## src/rtl/rvv_backend_dispatch_operand_bypass.sv

```systemverilog
// Single-entry dispatch hold stage: holds one uop against the ROB RAW comparator, stalls on
// outstanding writers, forwards the youngest matching ROB result per operand and issues it.
module rvv_backend_dispatch_operand_bypass #(
  parameter int ROB_DEPTH = 8,
  parameter int VLEN      = 128,
  parameter int PTR_W     = $clog2(ROB_DEPTH),
  parameter int STALL_W   = 8
) (
  input  logic                      clk,
  input  logic                      rst,
  input  logic                      uop_valid,
  output logic                      uop_ready,
  input  logic [4:0]                uop_vs1_idx,
  input  logic [4:0]                uop_vs2_idx,
  input  logic                      uop_vs1_vld,
  input  logic                      uop_vs2_vld,
  input  logic                      uop_vm,
  output logic [4:0]                hold_vs1_idx,
  output logic [4:0]                hold_vs2_idx,
  output logic                      hold_vs1_vld,
  output logic                      hold_vs2_vld,
  output logic                      hold_vm,
  input  logic [ROB_DEPTH-1:0]      vs1_hit,
  input  logic [ROB_DEPTH-1:0]      vs2_hit,
  input  logic [ROB_DEPTH-1:0]      v0_hit,
  input  logic                      vs1_wait,
  input  logic                      vs2_wait,
  input  logic                      v0_wait,
  input  logic [PTR_W-1:0]          rob_head,
  input  logic [ROB_DEPTH*VLEN-1:0] rob_w_data,
  input  logic                      flush,
  output logic                      out_valid,
  input  logic                      out_ready,
  output logic                      out_vs1_fwd,
  output logic                      out_vs2_fwd,
  output logic                      out_v0_fwd,
  output logic [VLEN-1:0]           out_vs1_data,
  output logic [VLEN-1:0]           out_vs2_data,
  output logic [VLEN-1:0]           out_v0_data,
  output logic [STALL_W-1:0]        stall_cycles
);

  typedef enum logic [1:0] {
    EMPTY = 2'd0,
    HOLD  = 2'd1,
    ISSUE = 2'd2
  } state_t;

  state_t state, state_nxt;

  logic [4:0]         held_vs1_idx, held_vs2_idx;
  logic               held_vs1_vld, held_vs2_vld, held_vm;
  logic [STALL_W-1:0] stall_cnt;
  logic               capture, load, any_wait, retire;

  logic [PTR_W:0]     vs1_pick, vs2_pick, v0_pick;
  logic [VLEN-1:0]    vs1_sel_data, vs2_sel_data, v0_sel_data;

  // Returns {found, index} of the hit entry furthest from the head, i.e. the youngest writer.
  function automatic logic [PTR_W:0] pick_youngest(input logic [ROB_DEPTH-1:0] hit,
                                                   input logic [PTR_W-1:0]     head);
    logic             found;
    logic [PTR_W-1:0] best, best_age, age;
    found    = 1'b0;
    best     = '0;
    best_age = '0;
    for (int unsigned i = 0; i < ROB_DEPTH; i++) begin
      age = PTR_W'(i) - head;
      if (hit[i] && (!found || age > best_age)) begin
        found    = 1'b1;
        best     = PTR_W'(i);
        best_age = age;
      end
    end
    return {found, best};
  endfunction

  function automatic logic [VLEN-1:0] entry_data(input logic [PTR_W:0]          sel,
                                                 input logic [ROB_DEPTH*VLEN-1:0] data);
    logic [VLEN-1:0] d;
    d = '0;
    if (sel[PTR_W]) begin
      for (int unsigned i = 0; i < ROB_DEPTH; i++) begin
        if (PTR_W'(i) == sel[PTR_W-1:0]) d = data[i*VLEN +: VLEN];
      end
    end
    return d;
  endfunction

  always_comb begin
    vs1_pick     = pick_youngest(vs1_hit, rob_head);
    vs2_pick     = pick_youngest(vs2_hit, rob_head);
    v0_pick      = pick_youngest(v0_hit, rob_head);
    vs1_sel_data = entry_data(vs1_pick, rob_w_data);
    vs2_sel_data = entry_data(vs2_pick, rob_w_data);
    v0_sel_data  = entry_data(v0_pick, rob_w_data);
  end

  assign any_wait  = vs1_wait | vs2_wait | v0_wait;
  assign retire    = (state == ISSUE) & out_ready;
  assign uop_ready = (state == EMPTY) | retire;

  // Comparator sees a harmless request (no sources, unmasked) while the stage is empty.
  assign hold_vs1_idx = held_vs1_idx;
  assign hold_vs2_idx = held_vs2_idx;
  assign hold_vs1_vld = (state != EMPTY) & held_vs1_vld;
  assign hold_vs2_vld = (state != EMPTY) & held_vs2_vld;
  assign hold_vm      = (state == EMPTY) | held_vm;
  assign stall_cycles = stall_cnt;

  always_comb begin
    state_nxt = state;
    capture   = 1'b0;
    load      = 1'b0;
    unique case (state)
      EMPTY: begin
        if (uop_valid) begin
          capture   = 1'b1;
          state_nxt = HOLD;
        end
      end
      HOLD: begin
        if (!any_wait) begin
          load      = 1'b1;
          state_nxt = ISSUE;
        end
      end
      ISSUE: begin
        if (out_ready) begin
          capture   = uop_valid;
          state_nxt = uop_valid ? HOLD : EMPTY;
        end
      end
      default: state_nxt = EMPTY;
    endcase
    if (flush) begin
      state_nxt = EMPTY;
      capture   = 1'b0;
      load      = 1'b0;
    end
  end

  always_ff @(posedge clk) begin
    if (rst) begin
      state        <= EMPTY;
      held_vs1_idx <= '0;
      held_vs2_idx <= '0;
      held_vs1_vld <= 1'b0;
      held_vs2_vld <= 1'b0;
      held_vm      <= 1'b1;
      stall_cnt    <= '0;
      out_valid    <= 1'b0;
      out_vs1_fwd  <= 1'b0;
      out_vs2_fwd  <= 1'b0;
      out_v0_fwd   <= 1'b0;
      out_vs1_data <= '0;
      out_vs2_data <= '0;
      out_v0_data  <= '0;
    end else begin
      state <= state_nxt;

      if (capture) begin
        held_vs1_idx <= uop_vs1_idx;
        held_vs2_idx <= uop_vs2_idx;
        held_vs1_vld <= uop_vs1_vld;
        held_vs2_vld <= uop_vs2_vld;
        held_vm      <= uop_vm;
      end

      if (capture || flush) begin
        stall_cnt <= '0;
      end else if (state == HOLD && any_wait && stall_cnt != '1) begin
        stall_cnt <= stall_cnt + 1'b1;
      end

      if (flush) begin
        out_valid <= 1'b0;
      end else if (load) begin
        out_valid <= 1'b1;
      end else if (retire) begin
        out_valid <= 1'b0;
      end

      if (load) begin
        out_vs1_fwd  <= vs1_pick[PTR_W];
        out_vs2_fwd  <= vs2_pick[PTR_W];
        out_v0_fwd   <= v0_pick[PTR_W];
        out_vs1_data <= vs1_sel_data;
        out_vs2_data <= vs2_sel_data;
        out_v0_data  <= v0_sel_data;
      end
    end
  end

endmodule

```

## config.mk

```make
export PLATFORM = sky130hd
export DESIGN_NAME = rvv_backend_dispatch_operand_bypass
export DESIGN_NICKNAME = d
export VERILOG_FILES = /design/src/rtl/rvv_backend_dispatch_operand_bypass.sv
export SDC_FILE = /design/constraint.sdc
export NUM_CORES = 2
export LEC_CHECK = 0
export ABC_CLOCK_PERIOD_IN_PS = 31800
export CAP_MARGIN = 25
export CORE_AREA = 2 2 585 587
export DETAILED_ROUTE_END_ITERATION = 16
export DIE_AREA = 0 0 587 589
export GPL_TIMING_DRIVEN = 0
export PLACE_DENSITY = 0.3
export SYNTH_ARGS = -nofsm -noshare
export SYNTH_HDL_FRONTEND = slang
export SYNTH_SLANG_ARGS = --single-unit
```

## constraint.sdc

```tcl
create_clock -name clk -period 31.8 [get_ports clk]
set_clock_uncertainty 0.1 [all_clocks]
set_input_delay 7.95 -clock clk [delete_from_list [all_inputs] [get_ports clk]]
set_output_delay 7.95 -clock clk [all_outputs]
set_load 0.02 [all_outputs]
```

==> impl_metrics.ini <==
[hold_path]
holdCritStartpoint = held_vs1_vld
holdPathStages = 2
hold_path_class = reg -> reg
hold_end = held_vs1_vld

[setup_path]
cpPeakStageDelay_ns = 1.17
cp_max_fo = 11
timing.rr.start = state[1]
endpoint_kind = register
regToRegEndpoint = out_vs2_data[84]
arrival_ns = 30.00
worstPathRequired_ns = 32.43
start_kind = input port
reg2reg_depth = 11
crit_top_cell = ha_1
path_class = in -> reg
ff2ff_setup_slack_ns = 26.09
critPathSlowestCell = clkdlybuf4s50_1

[run_status]
status = complete, no violations

[placement]
hpwl_um = 430200
port-buffer-count = 1476
place_ws_ns = 2.048
place.gp.congestion = 0.9264

[drt]
drt_iter0_drc = 8961
vias = 64584
via_per_inst = 5.361
wl_um = 537800
drtPass1Iterations = 8
avgRoutedWirePerCell_um = 44.64
drcViolationCount = 0
ant_nets = 0

[global_routing]
grt-ovfl-total = 0
grt_max_degree = 14
antenna_found_initial = 270
grt_usage = 0.2960
grt_pass1_wl_um = 680900
grt_pass1_vias = 61783

[timing]
worst_pin_slew_ns = 1.198
min_period_ns = 29.37
relSlewSlack = 0.2016
setup_viol = 0
fin_hold_ws_ns = 0.3928
max_freq_mhz = 34.04
final.setup.tns_ns = 0
report.final.slew_viol_count = 0
rsz0062_at_grt = false
finalCritPeriodShare = 0.9237
worst_slack_ns = 2.425
hold_viol_final = 0

[cts]
cts_max_level = 3
cts_setup_buffers = 0
clk_transition_reported_paths_ns = 0.06
clock_latency_ns = 0.80
cts_hold_buffers = 0
cts_resized = 0
clockRootBuffer = clkbuf_16
cts_made_buffers = 80
cts_tree = yes
cts_buffer_depth = 4
cts_sinks = 411

[finish]
postLayoutCoreUtil = 0.1950
finalNetCount = 8457
area_growth_pct = 59.65
num-fill-cells = 38312
mostFrequentLayoutCells = clkdlybuf4s50_1, nand2_1, o21ai_0
drive_gt1_frac = 0.09117
final_common_cell = clkdlybuf4s50_1

[synthesis]
ys_seq_elements = 411
synth_top_area_share = 0.1987
synth_flop_cell = dfxtp_1
async_reset_ff_frac = 0
syn-cell-area_um2 = 41400
synthCells = 5699
synth_nets = 6831
synth_area_per_cell_um2 = 7.265
ys_seq_area_frac = 0.1987
yosys_warnings = 0
synthTopCellsByArea = dfxtp_1, a221o_1, nand2_1, mux2_2, o21ai_0
synth_area_leader_cell = dfxtp_1
synthDistinctLibCells = 79
synth_edf_count = 0

[run]
maxCapViolations = 0

[pwr]
pwr-share-seq = 0.081
p_sw_uw = 4072
combPwrFrac = 0.780
clkPwrFrac = 0.140
power.leakage_uw = 0.02106
intPower_uw = 2526
fin_total_pwr_uw = 6598
ir_drop_mv = 0.06556
switching_share = 0.6172
p_per_area_nw_per_um2 = 99.82

[floorplan]
die-area_um2 = 345700
rows = 214
core_area_um2 = 339000
die_h_um = 589
start_util = 0.1221
die_w_um = 587
io_pins = 1482
[synthesized netlist by cell type, types with 6 or more instances]
| master | number |
|---|---|
| mux2_2 | 285 |
| o22ai_1 | 129 |
| or3_1 | 6 |
| nand3_1 | 39 |
| buf_2 | 86 |
| nand2_1 | 919 |
| nor4_1 | 7 |
| o221ai_1 | 119 |
| o21ai_0 | 534 |
| mux2i_1 | 14 |
| ha_1 | 60 |
| nand4_1 | 6 |
| nor3_1 | 388 |
| o31a_1 | 12 |
| a31oi_1 | 256 |
| and3_1 | 24 |
| mux2_1 | 95 |
| a22oi_1 | 251 |
| a221o_1 | 369 |
| a32oi_1 | 9 |
| nor2_1 | 72 |
| a21o_1 | 14 |
| a311o_1 | 122 |
| and2_1 | 7 |
| a221oi_1 | 140 |
| o211ai_1 | 23 |
| a21oi_1 | 432 |
| nand2b_1 | 10 |
| nor2b_1 | 6 |
| buf_1 | 32 |
| a211oi_1 | 143 |
| nand3b_1 | 10 |
| o21a_1 | 12 |
| clkbuf_1 | 507 |
| dfxtp_1 | 411 |
| a22o_1 | 11 |
| inv_1 | 25 |
| o221a_2 | 9 |
| xor2_1 | 7 |
| buf_6 | 20 |
[logic make-up after synthesis]
kind of cell | after synthesis | share of synthesized area
xor gates and xnor gates | 10 | 0.002116
and+or+nand+nor | 1517 | 0.1585
AOI/OAI and AO/OA | 2629 | 0.4475
DFF | 411 | 0.1987
muxes | 394 | 0.1067
buffers and inverters | 678 | 0.06830
adders and majority gates | 60 | 0.01813
[registers in the layout, indices dropped and copies added, names as in the netlist]
signal,flops
held_vs1_vld,1
out_v0_fwd,1
out_valid,1
out_vs1_data,128
out_vs1_fwd,1
out_vs2_fwd,1
state,2
held_vs2_vld,1
out_v0_data,128
hold_vs1_idx,5
stall_cycles,8
out_vs2_data,128
hold_vs2_idx,5
held_vm,1
[power groups by stage]
stage                     sequential [uW]  combinational, uW  clock, uW
after CTS                             533               5040        941
after global routing                  533               5290        953
final                                 533               5140        922
after detailed placement              544               5010          0
after global placement                544               4880          0
after floorplan                       548               2430          0
[worst max-delay path, delay by kind of cell]
kind                       cells  cell delay, ns
buffers and inverters         19           10.18
AOI/OAI and AO/OA             16            4.40
and+or+nand+nor               15            3.73
adders and majority gates      8            2.12
muxes                          2            0.79
xor gates and xnor gates       1            0.63
[worst max path at each step]
stage,startpoint,to,slack (ns),cells past startpoint
after floorplan,rob_head[0],out_vs1_data[0],11.45,54
after detailed placement,rob_head[0],out_vs1_data[53],2.05,61
after CTS,rob_head[0],out_vs1_data[59],2.87,60
after global placement,rob_head[0],out_vs1_data[72],-3.17,55
after global routing,rob_head[0],out_vs1_data[59],1.75,61
final,rob_head[0],out_vs1_data[53],2.43,61
[routing by layer]
layer | vias up | part of all wire | GRT usage
met4 | 76 | 0.053 | 0.1537
met1 | 32837 | 0.40 | 0.3595
met3 | 894 | 0.088 | 0.08161
met2 | 4609 | 0.46 | 0.4754
li1 | 26168 | - | -
met5 | - | 0.00098 | 0
[per-stage QoR]
step           cells  cell area (um2)
4_1_cts        11903            65670
2_1_floorplan   5699            41400
6_report       12047            66100
3_3_place_gp   11711            61850
3_5_place_dp   11775            63170
5_1_grt        11987            65950
[final cells by class]
cell class / count / area (um2) / share of cell area
clock inverter: 18 / 242.7 / 0.003672
inverter: 25 / 93.84 / 0.001420
antenna: 140 / 350.3 / 0.005300
multi-input combinational: 4610 / 30410 / 0.4601
clock buffer: 110 / 2256 / 0.03413
timing repair buffer: 1544 / 16040 / 0.2427
tap: 4536 / 5675 / 0.08586
sequential: 411 / 8228 / 0.1245
buffer: 653 / 2799 / 0.04234
(Power assumes the default switching activity.)
